===== src/rtl/instruction_sequencer.sv =====
// Program-counter sequencer for the instruction ROM: sequential fetch, jump/branch,
// CALL/RET via a hardware return stack, and NOP delay. Optional macro: SEQ_FAULT_HALT_EN.
module instruction_sequencer #(
   parameter int unsigned ADDR_W      = 16,
   parameter int unsigned STACK_DEPTH = 8,
   parameter int unsigned DELAY_W     = 24
) (
   input  logic                               Clock,
   input  logic                               Reset,
   input  logic                               iEnable,
   input  logic                               iJump,
   input  logic                               iBranchTaken,
   input  logic                               iCall,
   input  logic                               iRet,
   input  logic                               iDelay,
   input  logic [7:0]                         iTarget,
   input  logic [DELAY_W-1:0]                 iDelayCount,
   output logic [ADDR_W-1:0]                  oAddress,
   output logic                               oValid,
   output logic [$clog2(STACK_DEPTH+1)-1:0]   oDepth,
   output logic                               oOverflow,
   output logic                               oUnderflow,
   output logic                               oHalted
);

   localparam int unsigned DEPTH_W = $clog2(STACK_DEPTH + 1);
   localparam int unsigned PTR_W   = $clog2(STACK_DEPTH);

   typedef enum logic [1:0] {S_START, S_RUN, S_DELAY, S_HALT} state_t;

   state_t               state_q, state_d;
   logic [ADDR_W-1:0]    pc_q, pc_d;
   logic [DEPTH_W-1:0]   depth_q, depth_d;
   logic [DELAY_W-1:0]   cnt_q, cnt_d;
   logic                 ovf_q, ovf_d;
   logic                 unf_q, unf_d;
   logic [ADDR_W-1:0]    stack_q [STACK_DEPTH];
   logic                 push_en;

   logic [ADDR_W-1:0]    pc_inc;
   logic [ADDR_W-1:0]    target_ext;
   logic [ADDR_W-1:0]    stack_top;

   assign pc_inc     = pc_q + 1'b1;
   assign target_ext = ADDR_W'(iTarget);
   assign stack_top  = stack_q[PTR_W'(depth_q - DEPTH_W'(1))];

   always_comb begin
      state_d = state_q;
      pc_d    = pc_q;
      depth_d = depth_q;
      cnt_d   = cnt_q;
      ovf_d   = ovf_q;
      unf_d   = unf_q;
      push_en = 1'b0;
      case (state_q)
         S_START: state_d = S_RUN;
         S_RUN: begin
            if (iEnable) begin
               if (iRet) begin
                  if (depth_q == '0) begin
                     unf_d = 1'b1;
`ifdef SEQ_FAULT_HALT_EN
                     state_d = S_HALT;
`else
                     pc_d = '0;
`endif
                  end else begin
                     pc_d    = stack_top;
                     depth_d = depth_q - DEPTH_W'(1);
                  end
               end else if (iCall) begin
                  if (depth_q == DEPTH_W'(STACK_DEPTH)) begin
                     ovf_d = 1'b1;
`ifdef SEQ_FAULT_HALT_EN
                     state_d = S_HALT;
`else
                     pc_d = target_ext;
`endif
                  end else begin
                     push_en = 1'b1;
                     depth_d = depth_q + DEPTH_W'(1);
                     pc_d    = target_ext;
                  end
               end else if (iJump || iBranchTaken) begin
                  pc_d = target_ext;
               end else if (iDelay && (iDelayCount != '0)) begin
                  // PC stays on the NOP; it advances when the count expires
                  state_d = S_DELAY;
                  cnt_d   = iDelayCount;
               end else begin
                  pc_d = pc_inc;
               end
            end
         end
         S_DELAY: begin
            if (iEnable) begin
               if (cnt_q == DELAY_W'(1)) begin
                  state_d = S_RUN;
                  pc_d    = pc_inc;
               end else begin
                  cnt_d = cnt_q - DELAY_W'(1);
               end
            end
         end
         default: ;
      endcase
   end

   always_ff @(posedge Clock or negedge Reset) begin
      if (!Reset) begin
         state_q <= S_START;
         pc_q    <= '0;
         depth_q <= '0;
         cnt_q   <= '0;
         ovf_q   <= 1'b0;
         unf_q   <= 1'b0;
      end else begin
         state_q <= state_d;
         pc_q    <= pc_d;
         depth_q <= depth_d;
         cnt_q   <= cnt_d;
         ovf_q   <= ovf_d;
         unf_q   <= unf_d;
      end
   end

   always_ff @(posedge Clock or negedge Reset) begin
      if (!Reset) begin
         stack_q <= '{default: '0};
      end else if (push_en) begin
         stack_q[depth_q[PTR_W-1:0]] <= pc_inc;
      end
   end

   assign oAddress   = pc_q;
   assign oValid     = (state_q == S_RUN);
   assign oDepth     = depth_q;
   assign oOverflow  = ovf_q;
   assign oUnderflow = unf_q;
   assign oHalted    = (state_q == S_HALT);

endmodule


===== config.mk =====
export PLATFORM = sky130hd
export DESIGN_NAME = instruction_sequencer
export DESIGN_NICKNAME = d
export VERILOG_FILES = /design/src/rtl/instruction_sequencer.sv
export SDC_FILE = /design/constraint.sdc
export NUM_CORES = 1
export LEC_CHECK = 0
export ABC_AREA = 1
export ABC_CLOCK_PERIOD_IN_PS = 6500
export CORE_ASPECT_RATIO = 1.75
export CORE_MARGIN = 3
export CORE_UTILIZATION = 65
export DETAILED_ROUTE_END_ITERATION = 16
export MAX_ROUTING_LAYER = met4
export PLACE_DENSITY = 0.94
export SLEW_MARGIN = 5
export SYNTH_ARGS = -nofsm -noshare
export SYNTH_HDL_FRONTEND = slang
export SYNTH_SLANG_ARGS = --single-unit

===== constraint.sdc =====
create_clock -name Clock -period 6.5 [get_ports Clock]
set_input_delay 0.975 -clock Clock [delete_from_list [all_inputs] [get_ports Clock]]
set_output_delay 0.975 -clock Clock [all_outputs]
set_load 0.02 [all_outputs]

==> results by group, run 1 <==
Worst setup path
  – Crit Path Max Fanout: 51
  – Worst setup EP type: register
  – Critical path class: reg -> reg
  – Worst Path Arrival: 3770 ps
  – Critical Path Most Common Cell: nand2_1
  – CP Cell Sequence: inv_2 -> ha_1 -> xor2_2 -> o211ai_1 -> nand3_1 -> nand2_1 -> nand2_1 -> o21ai_1
  – Req. time, crit path: 6830 ps
  – Startpoint types: register
  – R2R cell count: 8
  – Crit-path max cell delay: 850 ps
  – Critical R2R Launch: oDepth[0]
  – Crit-path slowest cell: xor2_2
  – Reg2reg setup slack: 3060 ps
  – R2R Path End: oAddress[11]

Synthesis
  – Post-synth EDFFs: 0
  – #FFs+latches synth: 176
  – Synth Flop Type: dfrtp_1
  – FFs w/ async S/R, synth: 1.00
  – Area contributors post-synth: dfrtp_1 (45%), nand2_1 (17%), nor2_1 (5.6%), o21ai_0 (4.9%), nand3_1 (4.5%)
  – Synthesized area: 9860 µm²
  – Share of the synthesized area in the top cell type: 0.447
  – Synth Area per Inst: 7.42 µm²
  – Yosys top cell by area: dfrtp_1
  – Synth warn: 0
  – Library cells used by synthesis: 42
  – Post-synth top cells: nand2_1 (441), dfrtp_1 (176), nor2_1 (146), inv_1 (97), o21ai_0 (96)
  – Most frequent cell after synthesis: nand2_1
  – Syn Inst Count: 1329
  – Post-Syn Nets: 1377
  – Seq/Total Area, Yosys: 0.447

CTS
  – Worst skew pair latency: 440 ps
  – Clock tree buffer depth: 2
  – CTS clk-pin slew, worst paths: 80 ps
  – Post-CTS Resized: 0
  – Root Buffer: clkbuf_16
  – CTS tree: done
  – Post-CTS Repair Setup Buffers: 0
  – H-tree levels: 4
  – Hold_buf cts: 0
  – CTS Sinks: 176
  – Cts bufs inserted: 17

Cells and area
  – Share of layout cells above drive strength 1: 0.0714
  – N_diodes: 0
  – Layout Area Growth over Synthesis: 11.4%
  – Number of fill cells: 1001
  – Layout net count: 1407

Job
  – Maximum Capacitance Violations: 0

Route
  – Via/cell ratio: 6.20
  – Initial DRC Count: 1283
  – WL/cell: 19.1 µm
  – DRC viols: 0
  – Drt total wl: 29.6 mm
  – DRT Pass-1 Iters: 8
  – Via count: 9627
  – DRT antenna net count: 0

Floorplan
  – Core area: 14600 µm²
  – Die width: 99.1 µm
  – Std-Cell Rows: 58
  – Die ar.: 16700 µm²
  – Starting Density: 0.676
  – I/O pin total: 64
  – Die Y: 169 µm

Timing
  – RSZ-0062 raised after global routing: no
  – Setup ws final: 3060 ps
  – Setup Viol. Count Final: 0
  – Tmin final: 3440 ps
  – Worst-Margin Slew: 1190 ps
  – Slew Viols, Final: 0
  – Fin Setup TNS: 0 ps
  – Top achievable clock speed: 0.291 GHz
  – Fin Hold WS: 482 ps
  – Skew final: 14.6 ps
  – Final Hold Viols: 0
  – Max_slew headroom: 0.205
  – Tcrit/Tclk final: 0.529

Global routing
  – Global-route wire length before repair: 47.2 mm
  – Total Routing Usage GR: 0.370
  – Gr ovfl total: 0
  – Pin count of the biggest net entering global routing: 86
  – Vias in the first global route: 9348
  – Initial antenna violation count: 0

Min path
  – Sink of the worst hold path: oUnderflow
  – Worst min path class: reg -> reg
  – Hold depth: 1
  – Hold Path Origin: oUnderflow

Place
  – HPWL after DPL: 19.9 mm
  – Routability cong.: 0.979
  – Port Buffers: 63
  – Post-placement setup slack: 2920 ps

Outcome
  – Status: finished, final reports clean

Power
  – Max rail drop VDD: 0.369 mV
  – Power density over cell area: 532 nW/µm²
  – Cell leakage power: 5.38 nW
## report_power, final
group	internal, mW	total, mW	switching [mW]
combinational	0.892	2.94	2.05
clock	0.560	1.06	0.501
sequential	1.50	1.84	0.347
total	2.95	5.85	2.90
## metrics by stage
| stage | std cells | power [mW] | utilization | instance area (µm²) |
|---|---|---|---|---|
| CTS | 1552 | 5.73 | 0.753 | 11000 |
| global route | 1552 | 6.14 | 0.753 | 11000 |
| finish | 1552 | 5.85 | 0.753 | 11000 |
| floorplan | 1329 | 3.73 | - | 9860 |
| detailed placement | 1520 | 4.65 | 0.712 | 10400 |
| global placement | 1520 | 4.55 | 0.712 | 10400 |
## sequential cells by signal (all words and copies together) (netlist names)
| name | cells |
|---|---|
| cnt_q | 24 |
| oAddress | 16 |
| oDepth | 4 |
| oOverflow | 1 |
| oUnderflow | 1 |
| stack_q | 128 |
| state_q | 2 |
## routing by layer
metal  wire, µm  global-route usage  up-vias  part of all wire
li1           -                   -     4345                 -
met1       9850               0.398     4412              0.33
met2      14500               0.596      663              0.49
met3       2680              0.0734      207             0.091
met4       2590               0.278        0             0.087
met5          0                   -        -                 0
## worst max-delay path, delay by kind of cell, from the launching register on
kind / cells / cell delay [ps]
buf+inv: 1 / 720
fa+ha+maj: 1 / 480
flops: 1 / 410
simple gates: 3 / 360
compound gates: 2 / 490
xor+xnor: 1 / 850
## cell type report
type | count | area [µm²] | share of cell area
multi-input combinational | 986 | 4660 | 0.424
sequential | 176 | 4410 | 0.401
timing repair buffer | 69 | 677 | 0.0616
clock buffer | 18 | 439 | 0.0400
inverter | 109 | 412 | 0.0375
tap | 180 | 225 | 0.0205
clock inverter | 14 | 164 | 0.0149
## worst max path at each step
stage	startpoint	endpoint	slack [ps]	cells after the start
6_report	oDepth[0]	oAddress[11]	3060	8
5_1_grt	iRet	stack_q[121]	3000	7
4_1_cts	oDepth[0]	oAddress[13]	3180	8
3_5_place_dp	iRet	stack_q[125]	2920	7
3_3_place_gp	iRet	stack_q[115]	3070	7
2_1_floorplan	oDepth[0]	oAddress[11]	4040	13
## layout by cell type, fill, tap and decap left out, drive strengths merged
master / instances
clkdlybuf4s50: 62
or2: 1
xor2: 9
nand2: 449
nor2: 154
inv: 117
nand4: 13
bufinv: 1
and2: 1
dfrtp: 176
ha: 8
o221ai: 1
clkbuf: 18
xnor2: 8
o21ai: 189
clkinvlp: 2
a21boi: 1
nand3: 91
nor4: 1
nand3b: 1
o211ai: 26
a21o: 2
clkinv: 3
nor3: 10
a21oi: 19
a41o: 1
buf: 7
a31o: 1
## cell families (layout without fill, tap and decap cells)
logic type | Yosys count | count (layout) | share of synthesized area
flops | 176 | 176 | 0.447
buf+inv | 167 | 210 | 0.0806
compound gates | 240 | 240 | 0.139
fa+ha+maj | 8 | 8 | 0.0102
xor+xnor | 17 | 17 | 0.0166
simple gates | 721 | 721 | 0.307
Note: power is estimated with default switching activity, not from simulation.
==> run 2, diff against run 1 <==
Settings changed: ABC_CLOCK_PERIOD_IN_PS 6500 to 3400, CORE_UTILIZATION 65 to 60, PLACE_DENSITY 0.94 to 0.89.
Clock period 6.5 ns to 3.4 ns, I/O delays scaled along.
==> results by group, run 2 (same netlist as run 1, synthesis figures left out) <==
Outcome
  – Status: finished, final reports clean

Min path
  – Worst min path class: in -> async

Worst setup path
  – Startpoint types: register
  – Worst Path Arrival: 2280 ps
  – Crit Path Max Fanout: 85
  – Critical path class: reg -> out
  – Req. time, crit path: 2890 ps
  – Worst setup EP type: output port

Floorplan
  – Std-Cell Rows: 61
  – Die Y: 176 µm
  – Core area: 16000 µm²
  – Die width: 103 µm
  – Starting Density: 0.615
  – I/O pin total: 64
  – Die ar.: 18100 µm²

Place
  – Port Buffers: 63
  – Cell Area, Placed: 10500 µm²
  – HPWL after DPL: 19.1 mm
  – Placed cells: 1539
  – Routability cong.: 1.05
  – Post-placement setup slack: 574 ps

CTS
  – Root Buffer: clkbuf_16
  – CTS tree: done
  – Hold_buf cts: 0
  – Clock tree buffer depth: 2
  – Worst skew pair latency: 440 ps
  – H-tree levels: 4
  – Post-CTS Repair Setup Buffers: 0
  – CTS Sinks: 176
  – Post-CTS Resized: 0
  – CTS clk-pin slew, worst paths: 70 ps
  – Cts bufs inserted: 17

Global routing
  – Global-route wire length before repair: 45.1 mm
  – Pin count of the biggest net entering global routing: 86
  – Vias in the first global route: 9025
  – Total Routing Usage GR: 0.329
  – Initial antenna violation count: 0
  – Gr ovfl total: 0

Route
  – DRT Pass-1 Iters: 7
  – DRT antenna net count: 0
  – DRC viols: 0
  – Drt total wl: 27.8 mm
  – Via/cell ratio: 6.01
  – Via count: 9434
  – Initial DRC Count: 995
  – WL/cell: 17.7 µm

Timing
  – RSZ-0062 raised after global routing: no
  – Max_slew headroom: 0.308
  – Fin Setup TNS: 0 ps
  – Slew Viols, Final: 0
  – Tcrit/Tclk final: 0.821
  – Skew final: 9.86 ps
  – Final Hold Viols: 0
  – Setup Viol. Count Final: 0
  – Top achievable clock speed: 0.358 GHz
  – Setup ws final: 609 ps
  – Worst-Margin Slew: 1030 ps
  – Fin Hold WS: 94.8 ps
  – Tmin final: 2790 ps

Cells and area
  – Most frequent cells in the layout: nand2_1 (441), dfrtp_1 (175), nor2_1 (146)
  – N_diodes: 0
  – Most common cell after layout, fill and taps aside: nand2_1
  – Max reg flops: 128
  – Share of layout cells above drive strength 1: 0.0781
  – Post-Route Utilization: 0.690
  – Largest register by flop count: stack_q
  – Layout Area Growth over Synthesis: 12.2%
  – Non-Filler Instances: 1571
  – Post-route cell area: 11100 µm²
  – Layout net count: 1417

Power
  – Cell leakage power: 5.43 nW
  – NetSw: 5.32 mW
  – Power density over cell area: 990 nW/µm²
  – Total Power: 11.0 mW
  – Max rail drop VDD: 0.820 mV
  – Reg power frac: 0.318
  – Switch share: 0.486
  – Comb pwr share: 0.504
  – Design internal power: 5.63 mW
  – Clock Power Share: 0.178

Job
  – Maximum Capacitance Violations: 0
[run 2: cell types whose count changed in the layout (fill, tap and decap cells not counted), sizes merged]
cell	change
buf	+10
bufinv	-1
clkinv	+1
[run 2: worst paths after layout]
check                           depth (start not counted)  slack [ps]   startpoint           end
min in group Clock                                      2         480  stack_q[72]   stack_q[72]
worst min-delay path                                    1          90        Reset   stack_q[42]
worst max-delay path                                    2         610    oDepth[0]     oDepth[0]
worst max register to register                          8         670    oDepth[1]  oAddress[15]
max in group asynchronous                               2        2400        Reset     oOverflow
worst min register to register                          2         480  stack_q[72]   stack_q[72]
[run 2: layout make-up]
type,count,area (µm²)
clock buffer,18,439
sequential,176,4410
multi-input combinational,986,4660
inverter,109,412
fill,1249,4970
timing repair buffer,79,764
tap,189,236
clock inverter,14,143
[run 2: per-layer routing]
layer  up-vias  track usage  routed length, µm
met3       120       0.0541               2140
li1       4362            -                  -
met1      4416        0.393              10100
met5         -            -                  0
met4         0        0.159               1430
met2       536        0.535              14200
[run 2: critical path, stage by stage (launching register included)]
cell	delay [ps]
dfrtp_2	370
buf_4	690
clkdlybuf4s50_1	750
[run 2: power by group through the flow]
| stage | sequential, mW | clock, mW | combinational [mW] |
|---|---|---|---|
| floorplan | 3.44 | 0 | 3.70 |
| global placement | 3.45 | 0 | 5.27 |
| detailed placement | 3.47 | 0 | 5.37 |
| CTS | 3.46 | 1.94 | 5.43 |
| global route | 3.56 | 2.02 | 6.06 |
| finish | 3.48 | 1.95 | 5.52 |
==> run 3, diff against run 2 <==
Settings changed: ABC_CLOCK_PERIOD_IN_PS 3400 to 2400, CORE_UTILIZATION 60 to 54, PLACE_DENSITY 0.89 to 0.85.
Clock period 3.4 ns to 2.4 ns, I/O delays scaled along.
==> results by group, run 3 (same netlist as run 1, synthesis figures left out) <==
CTS
  – CTS Sinks: 176
  – Clock tree buffer depth: 2
  – Worst skew pair latency: 430 ps
  – H-tree levels: 4
  – Cts bufs inserted: 17
  – CTS clk-pin slew, worst paths: 70 ps
  – Hold_buf cts: 1
  – Root Buffer: clkbuf_16
  – Post-CTS Repair Setup Buffers: 0
  – CTS tree: done
  – Post-CTS Resized: 0

Cells and area
  – Layout net count: 1433
  – Most frequent cells in the layout: nand2_1 (441), dfrtp_1 (175), nor2_1 (146)
  – Share of layout cells above drive strength 1: 0.0880
  – N_diodes: 0
  – Largest register by flop count: stack_q
  – Max reg flops: 128
  – Post-route cell area: 11300 µm²
  – Most common cell after layout, fill and taps aside: nand2_1
  – Non-Filler Instances: 1629
  – Layout Area Growth over Synthesis: 14.6%

Floorplan
  – Die ar.: 20000 µm²
  – Core area: 17700 µm²
  – Die width: 108 µm
  – Die Y: 185 µm
  – Std-Cell Rows: 64
  – Starting Density: 0.557
  – I/O pin total: 64

Worst setup path
  – Critical path class: reg -> out
  – Startpoint types: register
  – Buf/Inv on CP: 2
  – Worst Path Arrival: 1870 ps
  – Crit-path slowest cell: clkdlybuf4s50_1
  – Crit path max-delay family: buffers and inverters
  – Crit Path Max Fanout: 85
  – Worst setup EP type: output port
  – Req. time, crit path: 2040 ps
  – Crit-path max cell delay: 690 ps
  – CP Cell Sequence: buf_12 -> clkdlybuf4s50_1

Power
  – Power density over cell area: 1390 nW/µm²
  – Total Power: 15.8 mW
  – Max rail drop VDD: 1.13 mV
  – Cell leakage power: 5.53 nW

Outcome
  – Status: finished, final reports clean

Timing
  – Top achievable clock speed: 0.447 GHz
  – RSZ-0062 raised after global routing: no
  – Worst-Margin Slew: 925 ps
  – Max_slew headroom: 0.379
  – Fin Setup TNS: 0 ps
  – Tmin final: 2230 ps
  – Tcrit/Tclk final: 0.931
  – Final Hold Viols: 0
  – Setup ws final: 165 ps
  – Slew Viols, Final: 0
  – Skew final: 11.0 ps
  – Setup Viol. Count Final: 0

Global routing
  – Met1 GRT Util: 0.337
  – Total Routing Usage GR: 0.295
  – Initial antenna violation count: 0
  – Global-route wire length before repair: 44.9 mm
  – GR Util met2: 0.506
  – Gr ovfl total: 0
  – Pin count of the biggest net entering global routing: 86
  – M3 GR Usage: 0.0428
  – Vias in the first global route: 8894
  – GR peak layer: met2

Route
  – DRT Pass-1 Iters: 6
  – Initial DRC Count: 741
  – WL/cell: 16.8 µm
  – DRC viols: 0
  – Via/cell ratio: 5.67
  – DRT antenna net count: 0
  – Drt total wl: 27.4 mm
  – Via count: 9240

Place
  – Cell Area, Placed: 10700 µm²
  – Routability cong.: 0.957
  – Port Buffers: 63
  – Placed cells: 1596
  – HPWL after DPL: 19.1 mm
  – Post-placement setup slack: 48.2 ps

Job
  – Maximum Capacitance Violations: 0

Min path
  – Worst min path class: in -> async
==> run 3: layout make-up <==
cell class,instances,area (µm²)
Clock inverter,15,186
Inverter,109,412
Tap cell,231,289
Multi-Input combinational cell,986,4660
Clock buffer,17,425
Fill cell,1422,6390
Sequential cell,176,4410
Timing Repair Buffer,95,925
==> run 3: path summary, 6_finish.rpt <==
path	start	endpoint	slack, ps	cells after the start
min reg2reg	stack_q[48]	stack_q[48]	480	2
min in group Clock	stack_q[48]	stack_q[48]	480	2
max in group asynchronous	Reset	stack_q[15]	1230	3
max reg2reg	oDepth[0]	oAddress[6]	270	10
max	oDepth[0]	oDepth[0]	170	2
min	Reset	oAddress[2]	440	2
==> run 3: stage by stage <==
step           utilization  hold slack (ps)
2_1_floorplan            -             64.4
3_3_place_gp         0.604              349
3_5_place_dp         0.604              353
4_1_cts              0.639              461
5_1_grt              0.639              482
6_report             0.639              444
==> run 3: where the power goes <==
group | leakage (nW) | internal [mW] | total (mW) | switching [mW]
Sequential | 2.26 | 4.05 | 4.90 | 0.850
Combinational | 2.98 | 2.68 | 7.95 | 5.27
Clock | 0.297 | 1.59 | 2.91 | 1.32
==> run 3: layer usage <==
layer	part of all wire	wire length [µm]	vias up
li1	-	-	4390
met1	0.37	10200	4365
met2	0.52	14300	393
met3	0.064	1760	92
met4	0.043	1180	0
met5	0	0	-
